### src/rtl/regfile_wb_scheduler.sv
// Round-robin arbiter for the register file's single write port, plus a
// busy scoreboard that decode uses to stall on RAW hazards.
module regfile_wb_scheduler #(
    parameter int NREQ = 3,
    parameter int XLEN = 64
) (
    input  logic                 clk,
    input  logic                 reset,
    input  logic [NREQ-1:0]      req_valid,
    input  logic [NREQ*5-1:0]    req_addr,
    input  logic [NREQ*XLEN-1:0] req_data,
    output logic [NREQ-1:0]      req_ready,
    output logic                 wb_en,
    output logic [4:0]           wb_addr,
    output logic [XLEN-1:0]      wb_data,
    input  logic                 issue_valid,
    input  logic [4:0]           issue_rd,
    input  logic [4:0]           query_rs1,
    input  logic [4:0]           query_rs2,
    output logic                 rs1_busy,
    output logic                 rs2_busy,
    output logic [31:0]          busy_vec
);

    localparam int          PW = $clog2(NREQ);
    localparam int unsigned N  = NREQ;

    logic [PW-1:0]   ptr;
    logic [PW-1:0]   gidx;
    logic            fire;
    logic [4:0]      sel_addr;
    logic [XLEN-1:0] sel_data;
    logic [31:0]     busy;
    logic [31:0]     busy_nxt;

    // Search ptr, ptr+1, ... (mod NREQ) for the first valid requester.
    always_comb begin
        int unsigned idx;
        idx  = 0;
        fire = 1'b0;
        gidx = '0;
        for (int unsigned k = 0; k < N; k++) begin
            idx = 32'(ptr) + k;
            if (idx >= N) idx = idx - N;
            if (!fire && req_valid[PW'(idx)]) begin
                fire = 1'b1;
                gidx = PW'(idx);
            end
        end
        if (reset) fire = 1'b0;
        req_ready = fire ? (NREQ'(1) << gidx) : '0;
    end

    always_comb begin
        sel_addr = '0;
        sel_data = '0;
        for (int unsigned i = 0; i < N; i++) begin
            if (PW'(i) == gidx) begin
                sel_addr = req_addr[5*i +: 5];
                sel_data = req_data[XLEN*i +: XLEN];
            end
        end
    end

    always_ff @(posedge clk or posedge reset) begin
        if (reset) begin
            ptr     <= '0;
            wb_en   <= 1'b0;
            wb_addr <= '0;
            wb_data <= '0;
        end else begin
            wb_en <= fire && (sel_addr != 5'd0);
            if (fire) begin
                wb_addr <= sel_addr;
                wb_data <= sel_data;
                ptr     <= (32'(gidx) == N - 1) ? '0 : gidx + PW'(1);
            end
        end
    end

    // Clear is applied before set so a new producer issued on the commit
    // edge of the previous one keeps the register busy.
    always_comb begin
        busy_nxt = busy;
        if (wb_en) busy_nxt[wb_addr] = 1'b0;
        if (issue_valid && issue_rd != 5'd0) busy_nxt[issue_rd] = 1'b1;
        busy_nxt[0] = 1'b0;
    end

    always_ff @(posedge clk or posedge reset) begin
        if (reset) busy <= '0;
        else       busy <= busy_nxt;
    end

    assign busy_vec = busy;
    assign rs1_busy = busy[query_rs1];
    assign rs2_busy = busy[query_rs2];

endmodule
### config.mk
export PLATFORM = sky130hd
export DESIGN_NAME = regfile_wb_scheduler
export DESIGN_NICKNAME = d
export VERILOG_FILES = /design/src/rtl/regfile_wb_scheduler.sv
export SDC_FILE = /design/constraint.sdc
export NUM_CORES = 1
export LEC_CHECK = 0
export CAP_MARGIN = 15
export CELL_PAD_IN_SITES_DETAIL_PLACEMENT = 1
export CELL_PAD_IN_SITES_GLOBAL_PLACEMENT = 1
export CORE_MARGIN = 2
export CORE_UTILIZATION = 29
export CTS_CLUSTER_DIAMETER = 150
export CTS_CLUSTER_SIZE = 20
export DETAILED_ROUTE_END_ITERATION = 7
export GPL_TIMING_DRIVEN = 0
export PLACE_DENSITY_LB_ADDON = 0.1
export REMOVE_ABC_BUFFERS = 1
export SLEW_MARGIN = 20
export SYNTH_ARGS = -nofsm -noshare
export SYNTH_HDL_FRONTEND = slang
export SYNTH_SLANG_ARGS = --single-unit
### constraint.sdc
create_clock -name clk -period 9.5 [get_ports clk]
set_input_delay 1.9 -clock clk [delete_from_list [all_inputs] [get_ports clk]]
set_output_delay 1.9 -clock clk [all_outputs]
set_load 0.005 [all_outputs]
==> results of run 1 <==
==> Yosys cell counts, drive strengths merged <==
library cell  count
a211oi            2
a21o              5
a21oi             2
a222oi           49
a2bb2oi           1
a41oi             1
and2              2
buf              13
clkbuf           30
conb              1
dfrtp           103
ha                4
inv               7
mux2             22
mux2i            22
mux4             18
nand2            77
nand2b            1
nand3             6
nand3b           11
nor2              7
nor2b             5
nor3              1
o21a              2
o21ai           135
o221ai            2
o22ai             1
o32a              1
o32ai             1
o41ai             1
or3               2
or3b              4
==> path summary, 6_finish.rpt <==
kind | start | endpoint | slack [ps] | depth (start not counted)
worst max-delay path | query_rs1[0] | rs1_busy | 3050 | 5
worst min-delay path | wb_data[11]$_DFFE_PP0P_ | wb_data[11]$_DFFE_PP0P_ | 480 | 2
worst max register to register | ptr[0]$_DFFE_PP0P_ | wb_data[43]$_DFFE_PP0P_ | 6160 | 9
worst min register to register | wb_data[11]$_DFFE_PP0P_ | wb_data[11]$_DFFE_PP0P_ | 480 | 2
max in group asynchronous | reset | wb_data[6]$_DFFE_PP0P_ | 6770 | 3
min in group asynchronous | reset | wb_data[36]$_DFFE_PP0P_ | 2050 | 2
==> worst max-delay path, stage by stage <==
cell             delay [ps]
clkdlybuf4s50_1         860
mux4_2                  600
mux4_2                  470
mux2_2                  270
clkdlybuf4s50_1         440
==> cell usage in the layout, fill, tap and decap left out, types with 3 or more instances in the layout <==
master           synthesis  layout
buf_16                   0       4
o21ai_1                  8       8
mux2_2                  22      22
clkdlybuf4s50_1          0     333
nand2_1                 77      77
nand3_1                  6       6
mux4_2                  18      18
nor2b_1                  5       5
inv_1                    7       6
nand3b_1                11      11
or3b_2                   4       4
dfrtp_1                103     103
o21ai_0                127     127
a222oi_1                49      49
mux2i_1                 22      22
clkbuf_16                0       9
nor2_1                   7       6
buf_4                    3       3
a21o_1                   5       4
ha_1                     4       4
==> layer usage <==
| layer | up-vias | track usage, % | routed length [um] |
|---|---|---|---|
| met4 | 0 | 10.53 | 921 |
| met5 | - | 0 | 0 |
| met2 | 240 | 40.03 | 12190 |
| met3 | 43 | 5.030 | 1417 |
| met1 | 2934 | 26.39 | 8983 |
| li1 | 2701 | - | - |
==> final cells by class <==
type / count / area (um^2) / share of cell area [%]
timing repair buffer: 344 / 3523 / 36.77
multi-input combinational: 386 / 2838 / 29.61
sequential: 103 / 2577 / 26.90
tap: 260 / 325.3 / 3.395
clock buffer: 11 / 242.7 / 2.533
clock inverter: 3 / 45.04 / 0.4700
inverter: 7 / 31.28 / 0.3264
==> per-stage QoR <==
stage | hold slack, ps | cells | total power [uW] | setup WS [ps] | util (%)
final | 482.6 | 1114 | 2949 | 3051 | 50.89
after global placement | 461.9 | 1089 | 2477 | 812.9 | 48.13
after CTS | 485.3 | 1114 | 2990 | 3007 | 50.89
after floorplan | 473.3 | 496 | 1618 | 2908 | -
after detailed placement | 469.9 | 1100 | 2608 | 3012 | 49.36
after global routing | 511.5 | 1114 | 3172 | 2886 | 50.89
==> power by group <==
part / switching (uW) / internal (uW) / total, uW
combinational: 814 / 939 / 1750
clock: 158 / 209 / 367
sequential: 173 / 655 / 829
total: 1150 / 1800 / 2950
==> state kept, by name (all words and copies together), names as in the netlist <==
register,flops
wb_en,1
busy_vec,31
wb_data,64
ptr,2
wb_addr,5
==> cells by family after synthesis <==
| family | after synthesis |
|---|---|
| buffers and inverters | 50 |
| AND/OR/NAND/NOR | 116 |
| adder cells (fa/ha/maj) | 4 |
| flip-flops | 103 |
| AO/OA/AOI/OAI | 203 |
| multiplexers | 62 |
| other | 1 |
==> results.toml, run 1 <==
[status]
run_status = "finished, final reports clean"

[logic_synthesis]
post_synth_main_area_contributors = "dfrtp_1 46%, o21ai_0 11%, a222oi_1 8.8%, mux4_2 7.3%, nand2_1 5.2%"
synthesis.yosys.warnings = 0
ff_latch_count_synth = 103
share_of_the_synthesized_area_in_compound_gates_ao_oa_aoi_oai_pct = 24.03
yosys.area_share.simple_pct = 9.496
synth_cell_type_count = 36
synth.mux.area_fraction_pct = 15.63
synth-seq-area-share_pct = 46.14
avgSynthCellArea_um2 = 10.36
post_synth_instance_area_um2 = 5587
synth_fa_ha_area_share_pct = 0.8959
largest_family_of_logic_cells_by_synthesized_area = "compound AO/OA/AOI/OAI gates"
gate_count_after_technology_mapping = 539
post-synth-top-area-cell = "dfrtp_1"
share_of_yosys_cell_area_claimed_by_the_top_area_cell_type_pct = 46.14
synth_xor_xnor_area_share_pct = 0

[floorplanning]
fp.dieH_um = 142.8
chipWidth_um = 142.8
core_area_um2 = 18830
starting_density_pct = 29.67
floorplan.rows = 50
boundaryPins = 335
die-area_um2 = 20390

[drt]
post_drt_wl_per_cell_um = 21.10
via_per_inst = 5.312
wl_um = 23510
drt_pass_1_iters = 7
ant_nets = 0
drt_iter0_markers = 361
vias = 5918
drc = 0

[layout]
n_fill_cell = 2048
drive_gt1_share_pct = 8.899
layout.nets = 1083
num_antenna_cells = 0
relative_area_change_from_synthesis_to_final_layout_pct = 71.53
post-route-cell-area_um2 = 9583

[clock_network]
clock_path_buffers = 2
ctsRootBufferMaster = "clkbuf_16"
clock_slew_seen_by_the_registers_of_the_worst_setup_and_hold_paths_ps = 60
cts-buffers-inserted = 9
cts_resized = 0
cts.htree.levels = 3
clock_insertion_delay_worst_skew_ps = 340
cts_hold_bufs = 0
cts_tree = "done"
clock_sink_count = 103
post-cts-setup-buffers = 0

[grt]
pin_count_of_the_biggest_net_entering_global_routing = 92
grt_pass1_wl_um = 35400
grt_pass1_vias = 6294
antenna_found_initial = 0
grt_remaining_overflow = 0
global_route.usage.total_pct = 22.75

[sta]
fin_setup_tns_ps = 0
achievable-frequency_mhz = 155.1
fin_crit_sh_pct = 67.88
worst_pin_slew_ps = 849.0
rsz_0062_raised_after_global_routing = "no"
fin_crit_ps = 6449
relSlewSlack_pct = 42.80
timing.clock.skew_ps = 9.229
finalSetupViolations = 0
report.final.slew_viol_count = 0
hold_viol_final = 0

[power_and_ir_drop]
vdd_drop_max_mv = 0.1760
leakagePower_uw = 0.003599
pwr_density_cell_nw_per_um2 = 307.7

[critical_path]
startpoint_class = "input pin"
crit_type = "input pin to primary output"
setup.worst_path.end_class = "primary output"
worstPathArrival_ps = 4550
crit_required_ps = 7600
critPathMaxFanout = 9

[place]
place_area_um2 = 9295
rd_place_congestion = 0.7886
port-buffer-count = 333
dp_hpwl_um = 19040

[run]
number_of_max_cap_violations = 0

[min_path]
worstHoldPathType = "flop to flop"
Power figures use the tool's default switching activity.
==> run 2, diff against run 1 <==
Settings changed: CORE_UTILIZATION 29 to 25.
Clock period 9.5 ns to 5.72 ns, I/O delays scaled along.
==> run 2 against run 1 <==
  * Wire length grew 3.6%
  * Worst setup slack worse by 2300 ps
  * Non-clock buffer count up 1
  * Critical path depth increased by 2
  * Combinational power up 67%
  * Via count down 0.76%
  * Global-route usage down 2.2 points
  * Register-to-register slack got worse by 3800 ps
  * Worst hold slack got worse by 0.97 ps
  * Core utilization shrank 6.9 points
  * Critical path type unchanged
  * Highest routed layer is now met5
==> results.toml, run 2 (same netlist as run 1, synthesis figures left out) <==
[drt]
wl_met2_um = 12850
ant_nets = 0
drc = 0
vias = 5873
drt_pass_1_iters = 7
drt_iter0_markers = 386
highest_layer = "met5"
wl_um = 24360
wl_met3_um = 1693
via_per_inst = 5.161
post_drt_wl_per_cell_um = 21.41
route.layer.met1.wl_um = 9456

[critical_path]
crit_required_ps = 4580
crit_type = "input pin to primary output"
startpoint_class = "input pin"
critPathMaxFanout = 22
setup.worst_path.end_class = "primary output"
worstPathArrival_ps = 3810

[sta]
timing.clock.skew_ps = 9.052
relSlewSlack_pct = 39.30
finalSetupViolations = 0
report.final.slew_viol_count = 0
fin_crit_sh_pct = 86.65
setup_slack_of_the_critical_path_after_layout_ps = 763.7
achievable-frequency_mhz = 201.8
fin_crit_ps = 4956
rsz_0062_raised_after_global_routing = "no"
hold_viol_final = 0
fin_setup_tns_ps = 0
worst_pin_slew_ps = 901.0

[power_and_ir_drop]
pwr_density_cell_nw_per_um2 = 510.2
report.power.total_uw = 4913
vdd_drop_max_mv = 0.1911
leakagePower_uw = 0.003609

[layout]
layout.nets = 1084
largest_register_ff_count = 64
register_bank_with_the_most_flops = "wb_data"
relative_area_change_from_synthesis_to_final_layout_pct = 72.39
instances_no_fill = 1138
final_common_cell = "clkdlybuf4s50_1"
final_cell_mix = "333 x clkdlybuf4s50_1, 127 x o21ai_0, 103 x dfrtp_1, 77 x nand2_1, 49 x a222oi_1"
drive_gt1_share_pct = 9.112
post-route-cell-area_um2 = 9630

[clock_network]
cts_hold_bufs = 0
cts.htree.levels = 3
clock_slew_seen_by_the_registers_of_the_worst_setup_and_hold_paths_ps = 60
clock_sink_count = 103
post-cts-setup-buffers = 0
cts_resized = 0
cts-buffers-inserted = 9
cts_tree = "done"
ctsRootBufferMaster = "clkbuf_16"
clock_insertion_delay_worst_skew_ps = 350
clock_path_buffers = 2

[grt]
global_route.usage.total_pct = 20.52
grt_pass1_vias = 6469
grt_pass1_wl_um = 37540
antenna_found_initial = 3
grt_remaining_overflow = 0
pin_count_of_the_biggest_net_entering_global_routing = 89

[place]
dp_hpwl_um = 19610
detailedPlace.worstSlack_ps = 728.0
rd_place_congestion = 0.7970
place.detailed.instances = 1121
port-buffer-count = 333
place_area_um2 = 9340

[floorplanning]
starting_density_pct = 25.52
floorplan.rows = 54
boundaryPins = 335
core_area_um2 = 21890
die-area_um2 = 23560
fp.dieH_um = 153.5
chipWidth_um = 153.5

[run]
number_of_max_cap_violations = 0

[min_path]
worstHoldPathType = "flop to flop"

[status]
run_status = "finished, final reports clean"
-- run 2: cell count changes in the layout (fill, tap and decap cells not counted), sizes merged --
cell / delta
clkbuf: +2
diode: +2
buf: +1
bufinv: -1
-- run 2: final timing paths --
kind	startpoint	endpoint	slack, ps	cells past startpoint
worst max-delay path	req_valid[1]	req_ready[1]	760	7
worst min-delay path	wb_data[28]$_DFFE_PP0P_	wb_data[28]$_DFFE_PP0P_	480	2
worst max register to register	ptr[0]$_DFFE_PP0P_	wb_data[53]$_DFFE_PP0P_	2400	11
worst min register to register	wb_data[28]$_DFFE_PP0P_	wb_data[28]$_DFFE_PP0P_	480	2
max in group asynchronous	reset	wb_data[4]$_DFFE_PP0P_	3770	3
min in group asynchronous	reset	ptr[1]$_DFFE_PP0P_	1270	2
-- run 2: area by class of cell --
| type | instances | area [um^2] |
|---|---|---|
| multi-input combinational | 386 | 2838 |
| tap | 280 | 350.3 |
| clock inverter | 2 | 15.01 |
| sequential | 103 | 2577 |
| clock buffer | 13 | 270.3 |
| antenna | 2 | 5.005 |
| inverter | 7 | 31.28 |
| fill | 2406 | 12260 |
| timing repair buffer | 345 | 3543 |
-- run 2: metal layers --
| layer | GRT usage (%) | vias up |
|---|---|---|
| met1 | 23.85 | 2921 |
| met5 | 0 | - |
| met3 | 5.330 | 24 |
| met4 | 5.767 | 2 |
| met2 | 37.16 | 222 |
| li1 | - | 2704 |
-- run 2: critical path: stages --
cell,delay [ps]
clkdlybuf4s50_1,570
mux2i_1,180
o22ai_2,330
nor2b_1,160
a21oi_4,610
and2_1,250
clkdlybuf4s50_1,550
-- run 2: metrics by stage --
step / util (%) / hold WS [ps]
4_1_cts: 43.97 / 484.7
2_1_floorplan: - / 473.3
3_3_place_gp: 41.51 / 462.8
5_1_grt: 43.98 / 515.8
6_report: 43.99 / 481.7
3_5_place_dp: 42.67 / 471.1
-- run 2: power breakdown --
group	internal, uW	leakage [uW]	total (uW)	switching, uW
Combinational	1580	0.00227	2930	1350
Sequential	1090	0.00120	1390	299
Clock	329	0.000134	599	270
Total	2990	0.00361	4910	1920
==> run 3, diff against run 2 <==
Settings changed: CORE_AREA set to 2 2 131 133, CORE_MARGIN 2 to not set, CORE_UTILIZATION 25 to not set, DIE_AREA set to 0 0 133 135, DONT_BUFFER_PORTS set to 1.
==> run 3 against run 2 <==
  * The run now ends with design-rule violations left
  * Combinational power down 37%
  * Cell count decreased by 35%
  * Sequential power is 10% higher
  * Wire length down 22%
  * Via count fell by 22%
  * Critical endpoint is now req_ready[0]
  * Worst setup slack improved by 1200 ps
  * Count of clock-buffer cells in the layout is 2 lower
==> results.toml, run 3 (same netlist as run 1, synthesis figures left out) <==
[grt]
grt_remaining_overflow = 0
global_route.usage.total_pct = 21.09
grt_pass1_vias = 4893
grt_pass1_wl_um = 28870
pin_count_of_the_biggest_net_entering_global_routing = 92
antenna_found_initial = 0

[layout]
regArea_um2 = 2577
multi_input_gate_area_um2 = 2830
num_antenna_cells = 0
relative_area_change_from_synthesis_to_final_layout_pct = 11.29
n_fill_cell = 1821
register_bank_with_the_most_flops = "wb_data"
final_common_cell = "o21ai_0"
final_util_pct = 37.89
final_cell_mix = "127 x o21ai_0, 103 x dfrtp_1, 77 x nand2_1, 49 x a222oi_1"
post-route-cell-area_um2 = 6217
drive_gt1_share_pct = 14.78
layout.nets = 750
largest_register_ff_count = 64

[critical_path]
critPathMaxFanout = 14
worst-path-buf-inv = 1
startpoint_class = "flop"
cp_slowest_cell = "dfrtp_1"
worst_path_dominant_cell_family = "compound AO/OA/AOI/OAI gates"
crit_type = "flop to primary output"
sequence_of_cells_on_the_critical_path = "inv_1 > ha_1 > nor2b_1 > o21ai_0 > a21o_4 > nor3_1"
crit_path_max_incr_delay_ps = 410
setup.worst_path.end_class = "primary output"
worstPathArrival_ps = 2560
crit_required_ps = 4580

[clock_network]
cts.htree.levels = 3
clock_insertion_delay_worst_skew_ps = 350
clock_slew_seen_by_the_registers_of_the_worst_setup_and_hold_paths_ps = 70
clock_sink_count = 103
cts_resized = 0
post-cts-setup-buffers = 0
cts_hold_bufs = 0
clock_path_buffers = 2
ctsRootBufferMaster = "clkbuf_16"
cts-buffers-inserted = 9
cts_tree = "done"

[status]
run_status = "finished, violations left"
failed_checks = "design-rule violations"

[floorplanning]
die-area_um2 = 17960
starting_density_pct = 34.05
fp.dieH_um = 135
core_area_um2 = 16410
boundaryPins = 335
floorplan.rows = 47
chipWidth_um = 133

[sta]
relSlewSlack_pct = 47.82
achievable-frequency_mhz = 269.8
report.final.slew_viol_count = 0
fin_crit_sh_pct = 64.81
hold_viol_final = 0
timing.clock.skew_ps = 8.908
hold-worst-slack_ps = 516.6
fin_setup_tns_ps = 0
worst_pin_slew_ps = 774.4
rsz_0062_raised_after_global_routing = "no"
fin_crit_ps = 3707
finalSetupViolations = 0

[power_and_ir_drop]
leakagePower_uw = 0.002314
report.power.total_uw = 4038
pwr_density_cell_nw_per_um2 = 649.6
vdd_drop_max_mv = 0.5219

[drt]
vias = 4587
drt_iter0_markers = 434
wl_um = 18930
drc = 21
ant_nets = 0
via_per_inst = 6.190
drt_pass_1_iters = 8
post_drt_wl_per_cell_um = 25.54

[place]
dp_hpwl_um = 14690
place_area_um2 = 5897
port-buffer-count = 0
rd_place_congestion = 0.7793

[min_path]
worstHoldPathType = "flop to flop"

[run]
number_of_max_cap_violations = 0
run 3: per-stage QoR:
| step | setup slack (ps) | std cells |
|---|---|---|
| final | 2013 | 741 |
| after global routing | 1777 | 741 |
| after CTS | 1969 | 741 |
| after detailed placement | 2075 | 727 |
| after global placement | -984.7 | 716 |
| after floorplan | 412.7 | 496 |
run 3: per-layer routing:
metal,share of wire [%],global-route usage [%],vias up
li1,-,-,2034
met1,38,25.31,2309
met2,53,37.45,228
met3,8.3,5.893,16
met4,1.1,5.376,0
met5,0,0,-
run 3: where the power goes:
part / internal, uW / switching (uW) / total (uW) / leakage [uW]
clock: 403 / 269 / 671 / 0.000154
sequential: 1090 / 441 / 1530 / 0.00120
combinational: 843 / 994 / 1840 / 0.000957
run 3: final cells by class:
| cell class | instances | share of cell area (%) |
|---|---|---|
| timing repair buffer | 11 | 2.938 |
| clock buffer | 11 | 4.065 |
| clock inverter | 3 | 1.087 |
| sequential | 103 | 41.46 |
| inverter | 7 | 0.5031 |
| tap | 220 | 4.427 |
| multi-input combinational | 386 | 45.52 |
run 3: path summary, 6_finish.rpt:
| kind | startpoint | cells past startpoint | endpoint | slack (ps) |
|---|---|---|---|---|
| worst min register to register | wb_data[12]$_DFFE_PP0P_ | 2 | wb_data[12]$_DFFE_PP0P_ | 520 |
| max in group asynchronous | reset | 2 | wb_data[56]$_DFFE_PP0P_ | 4390 |
| worst max register to register | ptr[0]$_DFFE_PP0P_ | 12 | wb_data[43]$_DFFE_PP0P_ | 2250 |
| min in group asynchronous | reset | 1 | wb_addr[2]$_DFFE_PP0P_ | 690 |
| worst max-delay path | ptr[0]$_DFFE_PP0P_ | 6 | req_ready[0] | 2010 |
| worst min-delay path | wb_data[12]$_DFFE_PP0P_ | 2 | wb_data[12]$_DFFE_PP0P_ | 520 |
run 3: worst reg2reg max path: cells and delay by family, from the launching register on:
family / cells / cell delay [ps]
mux: 1 / 260
buf+inv: 6 / 1300
compound gates: 4 / 990
fa+ha+maj: 1 / 450
flops: 1 / 390
